## config.mk

```make
export PLATFORM = sky130hd
export DESIGN_NAME = display_port_arbiter
export DESIGN_NICKNAME = d
export VERILOG_FILES = /design/src/rtl/display_port_arbiter.sv
export SDC_FILE = /design/constraint.sdc
export NUM_CORES = 1
export LEC_CHECK = 0
export BUFFER_PORTS_ARGS = -buffer_cell sky130_fd_sc_hd__buf_2
export CAP_MARGIN = 20
export CORE_MARGIN = 5
export CORE_UTILIZATION = 52
export DETAILED_ROUTE_END_ITERATION = 6
export PLACE_DENSITY = 0.91
export SYNTH_ARGS = -nofsm -noshare
export SYNTH_HDL_FRONTEND = slang
export SYNTH_SLANG_ARGS = --single-unit
```

## constraint.sdc

```tcl
create_clock -name clk -period 3.05 [get_ports clk]
set_input_delay 0.7625 -clock clk [delete_from_list [all_inputs] [get_ports clk]]
set_output_delay 0.7625 -clock clk [all_outputs]
set_load 0.1 [all_outputs]
```

## src/rtl/display_port_arbiter.sv

```systemverilog
`default_nettype none
// +--------------------------------------------------------------------------+
// | display_port_arbiter: frame-memory port-B share, video vs. CPU bytes     |
// | Revision: 1.0                                                            |
// +--------------------------------------------------------------------------+
module display_port_arbiter #(
    parameter int RD_LAT  = 2,
    parameter int HOLDOFF = 4
) (
    input  logic        clk,
    input  logic        reset,
    input  logic        visible,
    input  logic [18:0] vid_addr,
    output logic [7:0]  vid_data,
    input  logic        cpu_req_valid,
    output logic        cpu_req_ready,
    input  logic        cpu_req_write,
    input  logic [18:0] cpu_req_addr,
    input  logic [7:0]  cpu_req_wdata,
    output logic        cpu_rsp_valid,
    output logic [7:0]  cpu_rsp_data,
    output logic [18:0] mem_address,
    output logic [7:0]  mem_data,
    output logic        mem_wren,
    input  logic [7:0]  mem_q,
    output logic        cpu_window
);

    localparam logic [1:0] c_st_video   = 2'd0;
    localparam logic [1:0] c_st_holdoff = 2'd1;
    localparam logic [1:0] c_st_window  = 2'd2;

    localparam logic [1:0] c_tag_none = 2'd0;
    localparam logic [1:0] c_tag_vid  = 2'd1;
    localparam logic [1:0] c_tag_cpu  = 2'd2;

    localparam logic       c_direct     = (HOLDOFF <= 1);
    localparam logic       c_no_holdoff = (HOLDOFF == 0);
    localparam logic [7:0] c_last       = (HOLDOFF > 1) ? 8'(HOLDOFF - 1) : 8'd0;

    logic [1:0]  r_state;
    logic [1:0]  w_state_next;
    logic [7:0]  r_cnt;
    logic [7:0]  w_cnt_next;
    logic [7:0]  w_cnt_inc;

    logic        r_hold_valid;
    logic        r_hold_write;
    logic [18:0] r_hold_addr;
    logic [7:0]  r_hold_wdata;

    logic        w_cpu_issue;
    logic [1:0]  w_tag_in;
    logic [1:0]  r_tag [RD_LAT];

    always_ff @(posedge clk or posedge reset) begin
        if (reset) begin
            r_state <= c_st_holdoff;
            r_cnt   <= 8'd0;
        end else begin
            r_state <= w_state_next;
            r_cnt   <= w_cnt_next;
        end
    end

    always_comb begin
        w_state_next = r_state;
        w_cnt_next   = r_cnt;
        w_cnt_inc    = r_cnt + 8'd1;
        case (r_state)
            c_st_video: begin
                if (!visible) begin
                    if (c_direct) begin
                        w_state_next = c_st_window;
                    end else begin
                        w_state_next = c_st_holdoff;
                        w_cnt_next   = 8'd0;
                    end
                end
            end
            c_st_holdoff: begin
                if (visible) begin
                    w_state_next = c_st_video;
                end else begin
                    w_cnt_next = w_cnt_inc;
                    if (c_direct || (w_cnt_inc >= c_last)) begin
                        w_state_next = c_st_window;
                    end
                end
            end
            c_st_window: begin
                if (visible) begin
                    w_state_next = c_st_video;
                end
            end
            default: begin
                w_state_next = c_st_holdoff;
                w_cnt_next   = 8'd0;
            end
        endcase
    end

    // With no hold-off the very first blank cycle may carry a processor access,
    // even though the state register has not yet reached WINDOW.
    always_comb begin
        cpu_window  = (r_state == c_st_window);
        w_cpu_issue = !visible && r_hold_valid && (cpu_window || c_no_holdoff);
        mem_address = 19'd0;
        mem_data    = 8'd0;
        mem_wren    = 1'b0;
        w_tag_in    = c_tag_none;
        if (visible) begin
            mem_address = vid_addr;
            w_tag_in    = c_tag_vid;
        end else if (w_cpu_issue) begin
            mem_address = r_hold_addr;
            mem_data    = r_hold_wdata;
            mem_wren    = r_hold_write;
            w_tag_in    = r_hold_write ? c_tag_none : c_tag_cpu;
        end
    end

    assign cpu_req_ready = !r_hold_valid;

    always_ff @(posedge clk or posedge reset) begin
        if (reset) begin
            r_hold_valid <= 1'b0;
            r_hold_write <= 1'b0;
            r_hold_addr  <= 19'd0;
            r_hold_wdata <= 8'd0;
        end else if (w_cpu_issue) begin
            r_hold_valid <= 1'b0;
        end else if (cpu_req_valid && !r_hold_valid) begin
            r_hold_valid <= 1'b1;
            r_hold_write <= cpu_req_write;
            r_hold_addr  <= cpu_req_addr;
            r_hold_wdata <= cpu_req_wdata;
        end
    end

    // The oldest tag lines up with the RAM data for the access that pushed it.
    always_ff @(posedge clk or posedge reset) begin
        if (reset) begin
            for (int i = 0; i < RD_LAT; i++) begin
                r_tag[i] <= c_tag_none;
            end
            vid_data      <= 8'd0;
            cpu_rsp_valid <= 1'b0;
            cpu_rsp_data  <= 8'd0;
        end else begin
            r_tag[0] <= w_tag_in;
            for (int i = 1; i < RD_LAT; i++) begin
                r_tag[i] <= r_tag[i-1];
            end
            vid_data      <= (r_tag[RD_LAT-1] == c_tag_vid) ? mem_q : 8'd0;
            cpu_rsp_valid <= (r_tag[RD_LAT-1] == c_tag_cpu);
            if (r_tag[RD_LAT-1] == c_tag_cpu) begin
                cpu_rsp_data <= mem_q;
            end
        end
    end

endmodule
`default_nettype wire

```

==> impl_metrics.py <==
metrics = {
    "yosys": {
        "ys_seq_area_share_pct": 55.4,
        "synth-async-reset-ratio_pct": 100,
        "synth_top_area_cell": "dfrtp_1",
        "synth_area_um2": 2710,
        "synth_top_area_share_pct": 54.5,
        "synth_common_cells": "59 x dfrtp_1, 31 x mux2_2, 21 x a22o_1, 18 x and2_1, 10 x inv_1",
        "synthTopCellsByArea": "dfrtp_1 54%, mux2_2 13%, a22o_1 6.8%, and2_1 4.2%, mux2_1 2.5%",
        "yosys_warnings": 0,
        "syn_avg_cell_area_um2": 12.6,
        "ys_seq_elements": 60,
        "synth_edf_count": 0,
        "ys_types": 30,
        "syn_nets": 280,
        "synthCells": 216,
        "synth_top_flop_cell": "dfrtp_1",
        "yosysMostFrequentCell": "dfrtp_1",
    },
    "power": {
        "p_leak_nw": 1.94,
        "pwr-share-seq_pct": 33.7,
        "power_density_nw_per_um2": 952,
        "clkPwrFrac_pct": 21.0,
        "p_int_mw": 2.12,
        "power_mw": 3.80,
        "ir_drop_mv": 0.585,
        "p_sw_share_pct": 44.2,
        "p_switching_mw": 1.68,
        "p_comb_share_pct": 45.3,
    },
    "floorplan": {
        "io-pin-count": 106,
        "die_h_um": 82.2,
        "initial_core_util_pct": 53.4,
        "row_count": 26,
        "die_area_um2": 6760,
        "die_x_um": 82.2,
        "core_um2": 5070,
    },
    "critical_path": {
        "endpoint_kind": "output pin",
        "cp_max_fo": 24,
        "cp_num_buf_inv": 3,
        "cp_slowest_stage_delay_ns": 0.57,
        "critical_path_class": "flop to output pin",
        "cpMostUsedCell": "buf_12",
        "critPathLaunchType": "flop",
        "path_delay_family": "flip-flops",
        "arrival_ns": 2.09,
        "cp_cell_sequence": "inv_1 -> ha_2 -> and3_1 -> buf_12 -> a22o_2 -> buf_12",
        "required_ns": 2.29,
        "slowest_stage": "dfstp_2",
    },
    "global_routing": {
        "grt_usage_pct": 22.9,
        "grt_pass1_wl_mm": 11.2,
        "grt.busiest_layer": "met2",
        "grt_antenna_before_repair": 0,
        "grt_use_met1_pct": 24.5,
        "grt_overflow": 0,
        "met3_usage_pct": 7.05,
        "use_met2_pct": 41.2,
        "grt_pass1_vias": 2214,
        "grt_max_degree": 30,
    },
    "clocking": {
        "holdBufCountCts": 0,
        "path_clk_slew_ns": 0.07,
        "h-tree-depth": 3,
        "post_cts_buffers": 0,
        "cts.sinks": 60,
        "cts_buffer_depth": 2,
        "cts-root-buf": "clkbuf_8",
        "cts_resized": 0,
        "clock_latency_ns": 0.34,
        "cts-buffers-inserted": 9,
        "cts_tree": "done",
    },
    "placement": {
        "dp_worst_setup_slack_ns": 0.411,
        "port_buffers": 105,
        "gp_congestion": 0.763,
        "hpwl_mm": 5.24,
    },
    "route": {
        "drc": 0,
        "ant_nets": 0,
        "viasPerCell": 5.37,
        "wl_per_cell_um": 18.6,
        "routed_wl_mm": 7.43,
        "dr.pass1.iters": 4,
        "drt-initial-drc-count": 74,
        "vias": 2141,
    },
    "timing": {
        "hold_viol": 0,
        "fin_crit_ns": 2.86,
        "finalSetupTns_ns": 0,
        "clock_skew_ns": 0.00706,
        "final_max_slew_viol_count": 0,
        "final.period_utilization_pct": 93.6,
        "setup_violations": 0,
        "relSlewSlack_pct": 59.6,
        "worst_pin_slew_ns": 0.606,
        "rsz0062_at_grt": "false",
        "setup_ws_ns": 0.195,
        "timing.fmax_mhz": 350,
        "hold_ws_ns": 0.351,
    },
    "final_layout": {
        "diodes": 0,
        "seqCellArea_um2": 1500,
        "fill_cells": 295,
        "synthToLayoutAreaGrowth_pct": 47.4,
        "layout.nets": 388,
        "multiInputGateArea_um2": 1140,
        "drive_gt1_share_pct": 56.2,
    },
    "min_path": {
        "hp-class": "flop to flop",
    },
    "outcome": {
        "status": "finished, final reports clean",
    },
    "flow_run": {
        "cap_violations": 0,
    },
}
metal layers:
layer  share of wire, %  vias to the layer above
met5                  0                        -
met2                 56                       91
met1                 36                     1053
li1                   -                      979
met3                5.8                       18
met4                2.6                        0
cells in the final DEF, fill, tap and decap left out, drive strengths merged:
cell type | Yosys | final
dfstp | 1 | 1
xor2 | 2 | 2
a21o | 2 | 2
nor3b | 1 | 1
o21ai | 7 | 7
a22o | 21 | 21
o211ai | 1 | 1
clkinvlp | 0 | 3
nor3 | 3 | 3
nand3 | 4 | 4
a21oi | 1 | 1
and4 | 1 | 1
and2 | 18 | 18
nor2 | 2 | 2
mux2i | 4 | 4
bufinv | 0 | 2
xnor2 | 1 | 1
nand4 | 1 | 1
clkinv | 0 | 1
a211o | 1 | 1
mux2 | 37 | 37
dfrtp | 59 | 59
nand2 | 6 | 6
ha | 5 | 5
buf | 6 | 111
nand2b | 4 | 4
a41o | 1 | 1
clkbuf | 8 | 10
o31ai | 3 | 3
and3 | 2 | 2
nor2b | 4 | 4
inv | 10 | 10
cell type report:
type                       instances  share of cell area, %
sequential                        60                   37.6
timing repair buffer             111                   25.1
multi-input combinational        132                   28.5
inverter                          10                  0.939
clock buffer                      10                   3.44
clock inverter                     6                   2.19
tap                               70                   2.19
stage by stage:
| stage | std cells | area [um2] | utilization [%] |
|---|---|---|---|
| finish | 399 | 4000 | 78.7 |
| CTS | 399 | 4000 | 78.7 |
| detailed placement | 383 | 3770 | 74.3 |
| global placement | 383 | 3770 | 74.3 |
| floorplan | 216 | 2740 | - |
| global route | 399 | 4000 | 78.7 |
kinds of logic (layout without fill, tap and decap cells):
kind of cell	after synthesis	after routing	share of synthesized area, %
buffers and inverters	24	137	3.60
xor gates and xnor gates	3	3	0.969
adders and majority gates	5	5	2.31
and+or+nand+nor	46	46	10.0
DFF	60	60	55.4
muxes	41	41	16.8
AOI/OAI and AO/OA	37	37	10.8
worst paths after layout:
path / from / to / slack (ns) / cells after the start
worst max-delay path: r_state[0] / mem_address[16] / 0.19 / 6
worst min-delay path: r_tag[3] / r_tag[1] / 0.35 / 0
worst max register to register: r_state[1] / r_state[1] / 1.15 / 6
worst min register to register: r_tag[3] / r_tag[1] / 0.35 / 0
max in group asynchronous: reset / r_hold_addr[18] / 1.87 / 3
min in group asynchronous: reset / cpu_rsp_data[5] / 0.50 / 2
power by group through the flow:
stage                     clock network (mW)  registers (mW)  logic [mW]
after floorplan                            0            1.68       0.846
after global placement                     0            1.25        1.65
after detailed placement                   0            1.28        1.71
after CTS                              0.813            1.28        1.73
after global routing                   0.856            1.31        1.80
final                                  0.798            1.28        1.72
flip-flops by register name, summed over array words and instances (netlist names):
| name | flops |
|---|---|
| r_state | 2 |
| cpu_rsp_data | 8 |
| r_hold_addr | 19 |
| cpu_rsp_valid | 1 |
| r_cnt | 8 |
| r_hold_write | 1 |
| r_hold_wdata | 8 |
| r_tag | 4 |
| r_hold_valid | 1 |
| vid_data | 8 |
Power figures use the tool's default switching activity.
